$ cat config.mk
export PLATFORM = sky130hd
export DESIGN_NAME = ltssm_dir_scheduler
export DESIGN_NICKNAME = d
export VERILOG_FILES = /design/src/rtl/ltssm_dir_scheduler.sv
export SDC_FILE = /design/constraint.sdc
export NUM_CORES = 1
export LEC_CHECK = 0
export CELL_PAD_IN_SITES_DETAIL_PLACEMENT = 0
export CELL_PAD_IN_SITES_GLOBAL_PLACEMENT = 2
export CORE_ASPECT_RATIO = 0.7
export CORE_MARGIN = 2
export CORE_UTILIZATION = 28
export CTS_CLUSTER_DIAMETER = 200
export DETAILED_ROUTE_END_ITERATION = 12
export PLACE_DENSITY_LB_ADDON = 0.1
export SLEW_MARGIN = 10
export SYNTH_ARGS = -nofsm -noshare
export SYNTH_HDL_FRONTEND = slang
export SYNTH_SLANG_ARGS = --single-unit
$ cat constraint.sdc
create_clock -name clk -period 2.25 [get_ports clk]
set_input_delay 0.45 -clock clk [delete_from_list [all_inputs] [get_ports clk]]
set_output_delay 0.45 -clock clk [all_outputs]
set_load 0.05 [all_outputs]
$ cat src/rtl/ltssm_dir_scheduler.sv
// Link direction scheduler: holds TX or RX ownership with dwell/quota
// fairness and drives a registered RX request through turnaround states.
//
// Ports:
//   clk, rst_n                 clock, async active-low reset
//   tx_pending, rx_pending     traffic waiting on each side
//   rx_ack, occupied           direction arbiter status
//   cfg_min_dwell              minimum cycles held before a switch
//   cfg_max_quota              cycles after which a pending peer forces a switch
//   rx_req                     registered request to the arbiter
//   cur_dir                    settled direction (0 TX, 1 RX)
//   switching                  in a turnaround state
//   turn_err                   sticky turnaround timeout flag
//   turn_cnt                   completed turnarounds (wrapping)
module ltssm_dir_scheduler #(
   parameter int TO_CYC = 64,
   parameter int CW     = 8
) (
   input  logic          clk,
   input  logic          rst_n,
   input  logic          tx_pending,
   input  logic          rx_pending,
   input  logic          rx_ack,
   input  logic          occupied,
   input  logic [CW-1:0] cfg_min_dwell,
   input  logic [CW-1:0] cfg_max_quota,
   output logic          rx_req,
   output logic          cur_dir,
   output logic          switching,
   output logic          turn_err,
   output logic [15:0]   turn_cnt
);

   localparam int WW = (TO_CYC > 2) ? $clog2(TO_CYC) : 1;
   localparam logic [WW-1:0] WAIT_LAST = WW'(TO_CYC - 1);

   typedef enum logic [1:0] {
      TX_HOLD,
      REQ_RX,
      RX_HOLD,
      REL_RX
   } state_t;

   state_t        state_q;
   state_t        state_d;
   logic [CW-1:0] dwell_q;
   logic [WW-1:0] wait_q;
   logic          rx_req_q;
   logic          err_q;
   logic [15:0]   turn_cnt_q;
   logic          err_set;
   logic          turn_inc;
   logic          dwell_ok;
   logic          quota_ok;
   logic          wait_last;

   assign dwell_ok  = (dwell_q >= cfg_min_dwell);
   assign quota_ok  = (dwell_q >= cfg_max_quota);
   assign wait_last = (wait_q == WAIT_LAST);

   always_comb begin
      state_d  = state_q;
      err_set  = 1'b0;
      turn_inc = 1'b0;
      unique case (state_q)
         TX_HOLD: begin
            if (rx_pending && dwell_ok && (!tx_pending || quota_ok))
               state_d = REQ_RX;
         end
         REQ_RX: begin
            if (rx_ack) begin
               state_d  = RX_HOLD;
               turn_inc = 1'b1;
            end else if (wait_last) begin
               // Abandon the request; release path returns to TX.
               state_d = REL_RX;
               err_set = 1'b1;
            end
         end
         RX_HOLD: begin
            if (dwell_ok && (!rx_pending || (tx_pending && quota_ok)))
               state_d = REL_RX;
         end
         REL_RX: begin
            // A clean release wins over a coincident timeout.
            if (!rx_ack && !occupied) begin
               state_d  = TX_HOLD;
               turn_inc = 1'b1;
            end else if (wait_last) begin
               state_d = TX_HOLD;
               err_set = 1'b1;
            end
         end
         default: state_d = TX_HOLD;
      endcase
   end

   always_ff @(posedge clk or negedge rst_n) begin
      if (!rst_n) begin
         state_q    <= TX_HOLD;
         dwell_q    <= '0;
         wait_q     <= '0;
         rx_req_q   <= 1'b0;
         err_q      <= 1'b0;
         turn_cnt_q <= '0;
      end else begin
         state_q  <= state_d;
         rx_req_q <= (state_d == REQ_RX) || (state_d == RX_HOLD);
         if (state_d != state_q) begin
            dwell_q <= '0;
            wait_q  <= '0;
         end else if ((state_q == TX_HOLD) || (state_q == RX_HOLD)) begin
            if (dwell_q != '1)
               dwell_q <= dwell_q + 1'b1;
         end else begin
            wait_q <= wait_q + 1'b1;
         end
         if (err_set)
            err_q <= 1'b1;
         if (turn_inc)
            turn_cnt_q <= turn_cnt_q + 16'd1;
      end
   end

   assign rx_req    = rx_req_q;
   assign cur_dir   = (state_q == RX_HOLD);
   assign switching = (state_q == REQ_RX) || (state_q == REL_RX);
   assign turn_err  = err_q;
   assign turn_cnt  = turn_cnt_q;

endmodule

======== After elaboration in Yosys (flattened, before gate mapping) ========
Cells that the tools add are included.
W data, S select, Z words.
operators by class
  muxes and demuxes ....................... 19
  equal/unequal tests ..................... 9
  reduce and logical (&&, ||, !) cells .... 18
  order comparisons ....................... 2
  add/sub/neg operators ................... 3
operator list
  cell                     number
  $mux W8                  3
  $add A16 B1 Y16 const B  1
  $ge A8 B8 Y1             2
  $mux W2                  6
  $mux W6                  2
  $add A8 B1 Y8 const B    1
  $ne A8 B8 Y1 const B     1
  $pmux W2 S4              1
  $add A6 B1 Y6 const B    1
  $eq A2 B2 Y1 const B     3
  $eq A6 B6 Y1 const B     1
  $logic_and A1 B1 Y1      5
  $logic_or A1 B1 Y1       5
  $mux W1                  5
  $eq A2 B1 Y1 const B     2
  $logic_not A1 Y1         4
  $pmux W1 S2              2
  $reduce_bool A2 Y1       2
  $logic_not A2 Y1         1
  $ne A2 B2 Y1             1
  $ne A2 B2 Y1 const B     1
  $reduce_and A2 Y1        1
word-level totals
  input port bits ......................... 22
  bits in registers ....................... 34
  logic and storage cells ................. 57
  output and inout port bits .............. 20

======== Depth between registers and ports, before layout ========
Gate-level depths: netlist (run 1).
  depth in word-level cells ............... 9
  depth in mapped cells ................... 10
  gate-level depth less buffers ........... 9

======== Worst setup path after synthesis (run 1) ========
Ideal clock, no wire load.
  path kind ............................... input to register
  start ................................... input port cfg_max_quota[0]
  end ..................................... register dwell_q[1]
  data arrival time ....................... 2.114 ns
  stages on the path ...................... 9
  setup slack ............................. 0.064 ns
  data required time ...................... 2.178 ns
  buffers on the path ..................... 1
  setup time .............................. 0.072 ns
  path through ............................ ha_1 nand2b_1 a2111o_1 a31oi_1 and2_1 o31ai_1 o221a_2 buf_6 nor2_1
between the ends
  word-level cells in the longest chain between the ends .. 9
  elaborated cells on any way between the ends .. 14
  classes of those cells .................. order compare: 1; eq/ne: 1; mux: 4; reduce/logical: 8
ends and longest elaborated chain
  item                                 line  RTL
  start: declaration                   26    input logic [CW-1:0] cfg_max_quota,
  $ge A8 B8 Y1 (*)                     58    assign quota_ok = (dwell_q >= cfg_max_quota);
  $logic_and A1 B1 Y1                  81    if (dwell_ok && (!rx_pending || (tx_pending && quota_ok)))
  $logic_or A1 B1 Y1                   81
  $logic_and A1 B1 Y1                  81
  $mux W2                              81
  $pmux W2 S4 (*)                      65    unique case (state_q)
  $ne A2 B2 Y1 (*)                     109   if (state_d != state_q) begin
  $reduce_bool A2 Y1 (no source line)  --
  $reduce_and A2 Y1 (no source line)   --
  end signal: assignment               114   dwell_q <= dwell_q + 1'b1;
  end: declaration                     46    logic [CW-1:0] dwell_q;
Mark *: on every way between the ends. The rest lies on a longest branch, timed or not.
A chain may end at the register's enable or synchronous reset.

======== Final worst setup path (run 1) ========
  start ................................... register dwell_q[0]
  end ..................................... register dwell_q[6]
between the ends
  word-level cells in the longest chain between the ends .. 9
  elaborated cells on any way between the ends .. 20
  classes of those cells .................. add/sub: 1; order compare: 2; eq/ne: 2; mux: 6; reduce/logical: 9
ends and longest elaborated chain
  item                                 line
  $ge A8 B8 Y1                         58
  $logic_and A1 B1 Y1                  81
  $logic_or A1 B1 Y1                   81
  $logic_and A1 B1 Y1                  81
  $mux W2                              81
  $pmux W2 S4                          65
  $ne A2 B2 Y1                         109
  $reduce_bool A2 Y1 (no source line)  --
  $reduce_and A2 Y1 (no source line)   --
Parallel ways exist; a longest one is shown, timed or not. The select of a mux whose other input is x is not followed.

==> flow_summary.toml, run 1 <==
[synth]
synth_simple_gate_area_share_pct = 19.45
synth_nets = 252
yosys.area_share.adder_pct = 11.62
synth_area_leaders = "dfrtp_1 42%, ha_1 12%, xnor2_1 5.6%"
netlist_area_um2 = 2046
seq_area_frac_synth_pct = 41.59
syn_inst = 211
synth_compound_area_share_pct = 9.908
synth_top_family_by_area = "simple AND/OR/NAND/NOR gates"
synth-seq-cells = 34
synth.most_common_cell = "dfrtp_1"
netlist.area_leader.share_pct = 41.59
muxShareOfSynthArea_pct = 1.529
yosysTopAreaCell = "dfrtp_1"
synth-xor-area-share_pct = 11.13
synth_top_flop_cell = "dfrtp_1"
yosysUniqueCellTypes = 38
synth_commonest_cells = "34 x dfrtp_1, 21 x inv_1, 19 x ha_1, 19 x nand2_1, 19 x nor2_1"
synth-edff-count = 0
async_flop_share_pct = 100.0
yosys_warnings = 0
syn-mean-instance-area_um2 = 9.695

[outcome]
violations = "setup timing"
status = "finished, violations left"

[grt]
track_usage_pct = 13.24
grt_pass1_wl_mm = 8.169
antenna_found_initial = 0
grt_pass1_vias = 1656
grt_max_degree = 35
overflow = 0

[clock_tree]
clk_latency_ns = 0.28
cts_tree = "done"
cts_max_level = 2
cts_root_buf = "clkbuf_8"
cts_buffers = 5
clk_pin_slew_ns = 0.07
numClockSinks = 34
cts_buffer_depth = 2

[routing]
wl_per_cell_um = 13.13
wirelength_mm = 5.083
via_count = 1688
detailedRoute.firstPassIterationCount = 4
drc = 0
initialDrtViolationCount = 51
via_per_inst = 4.362
ant_nets = 0

[min_path]
min_to = "turn_err$_DFFE_PN0P_"
hold_class = "flip-flop to flip-flop"
whs_path_depth = 1
min_from = "turn_err$_DFFE_PN0P_"

[sta]
finClkSkew_ns = 0.006522
setup_violations = 1
maxSlewHeadroom_pct = 66.25
fin_crit_ns = 2.257
min_period_over_period_pct = 100.3
setup_ws_ns = -0.006539
hold_viol_final = 0
worst_pin_slew_ns = 0.5047
slew_viol_final = 0
rsz0062_at_grt = "true"
timing.fmax_mhz = 443.2

[critical_path]
crit_top_cell = "buf_4"
cp-start-kind = "flip-flop"
crit_buf_inv = 3
r2r_start = "dwell_q[0]$_DFFE_PN0P_"
slowest_delay_ns = 0.39
r2r_cells = 10
cp_slowest_cell = "dfrtp_1"
path_cells = "inv_2 -> ha_4 -> nand2b_4 -> a2111o_1 -> a31oi_1 -> and2_1 -> o31ai_2 -> buf_4 -> buf_4 -> a221oi_2"
r2r_end = "dwell_q[6]$_DFFE_PN0P_"
crit_required_ns = 2.43
worstPathMaxFanout = 5
crit_arrival_ns = 2.44
endpoint_kind = "flip-flop"
critPathKind = "flip-flop to flip-flop"
r2r_slack_ns = -0.007
crit_family = "compound AO/OA/AOI/OAI gates"

[placed_design]
dp.final_hpwl_mm = 3.745
place_congestion = 0.7400
post_dp_cell_area_um2 = 2778
dpl.cell_count = 375
io_buffer_count = 41

[pwr]
power_density_nw_per_um2 = 937.6
vdd_drop_max_mv = 0.7954
p_leak_uw = 0.001479

[final_layout]
num-nets-final = 329
final_area_um2 = 3133
drive_gt1_share_pct = 30.10
syn_to_final_growth_pct = 53.15
utilization_pct = 43.58
diodes = 0
stdcell_count = 387

[die]
die_y_um = 75.52
rows = 26
floorplan.initialDensity_pct = 28.45
dieArea_um2 = 8017
die_width_um = 106.2
core_area_um2 = 7189
io-pin-count = 42

[run]
maxCapViolCount = 0
[power by group]
group / internal, uW / switching, uW / leakage, uW / total (uW)
clock: 309 / 221 / 0.0000575 / 530
sequential: 729 / 124 / 0.000455 / 853
combinational: 702 / 852 / 0.000966 / 1550
total: 1740 / 1200 / 0.00148 / 2940
[cells in the final DEF, fill, tap and decap left out, types with 4 or more instances in the layout]
master	n
dfrtp_1	33
xnor2_1	13
xor2_1	13
clkdlybuf4s50_1	30
nor2_1	12
nand2_1	19
nor2_2	5
ha_4	8
ha_1	11
dlygate4sd2_1	5
nand3_1	12
nand4_1	6
and3_1	5
dlymetal6s2s_1	4
inv_1	15
buf_4	31
inv_2	6
clkbuf_8	8
[cell type report]
| class | count | area (um^2) |
|---|---|---|
| inverter | 21 | 78.83 |
| multi-input combinational | 154 | 1311 |
| clock buffer | 8 | 110.1 |
| sequential | 34 | 852.1 |
| timing repair buffer | 72 | 658.1 |
| tap | 98 | 122.6 |
| fill | 707 | 4056 |
[state kept, by name, indices dropped and copies added (netlist names)]
signal	flops
wait_q	6
turn_err	1
rx_req	1
state_q	2
turn_cnt	16
dwell_q	8
[worst max path at each step]
stage	start	slack, ns	endpoint	cells past startpoint
3_5_place_dp	cfg_min_dwell[2]	-0.65	dwell_q[0]$_DFFE_PN0P_	11
2_1_floorplan	cfg_max_quota[0]	0.06	dwell_q[1]$_DFFE_PN0P_	9
5_1_grt	cfg_min_dwell[3]	-0.1	dwell_q[6]$_DFFE_PN0P_	10
4_1_cts	dwell_q[0]$_DFFE_PN0P_	-0.02	rx_req$_DFF_PN0_	10
6_report	dwell_q[0]$_DFFE_PN0P_	-0.007	dwell_q[6]$_DFFE_PN0P_	10
3_3_place_gp	cfg_max_quota[0]	-0.60	wait_q[5]$_DFFE_PN0P_	10
[metrics by stage]
| step | setup TNS [ns] | setup WS (ns) | hold slack [ns] | power [uW] |
|---|---|---|---|---|
| final | -0.006539 | -0.006539 | 0.4711 | 2938 |
| after global routing | -0.8199 | -0.09621 | 0.4868 | 3142 |
| after CTS | -0.02575 | -0.02454 | 0.4728 | 2832 |
| after detailed placement | -10.29 | -0.6485 | 0.4560 | 2138 |
| after global placement | -9.715 | -0.6042 | 0.4588 | 2132 |
| after floorplan | 0 | 0.06430 | 0.1544 | 1628 |
[kinds of logic (layout without fill, tap and decap cells)]
| kind of cell | count (synthesis) | count (layout) |
|---|---|---|
| simple gates | 76 | 76 |
| flops | 34 | 34 |
| compound gates | 29 | 30 |
| xor+xnor | 26 | 26 |
| buf+inv | 24 | 101 |
| fa+ha+maj | 19 | 19 |
| mux | 3 | 3 |
[routing by layer]
layer | part of all wire, % | up-vias | track usage (%) | wire, um
met2 | 38 | 26 | 18.09 | 1918
li1 | - | 876 | - | -
met1 | 59 | 784 | 20.86 | 2977
met3 | 3.3 | 2 | 3.165 | 168
met5 | 0 | - | 0 | 0
met4 | 0.35 | 0 | 2.632 | 18
[what timing repair did]
action | CTS | global route
setup endpoints to repair | 16 | 15
gates cloned | 1 | 0
resized for setup | 24 | 30
hold endpoints to repair | 0 | 0
buffers inserted | 1 | 2
hold buffers | 0 | 0
pin swaps | 23 | 22
No activity file was read; power rests on OpenSTA's default activity.
==> run 2: changes to the inputs <==
--- a/config.mk
+++ b/config.mk
@@ -13,7 +13,7 @@
 export CTS_CLUSTER_DIAMETER = 200
 export DETAILED_ROUTE_END_ITERATION = 12
 export PLACE_DENSITY_LB_ADDON = 0.1
-export SLEW_MARGIN = 10
+export SLEW_MARGIN = 25
 export SYNTH_ARGS = -nofsm -noshare
 export SYNTH_HDL_FRONTEND = slang
 export SYNTH_SLANG_ARGS = --single-unit
==> results of run 2 <==
Final layout, timing and power as in run 1 (identical DEF).
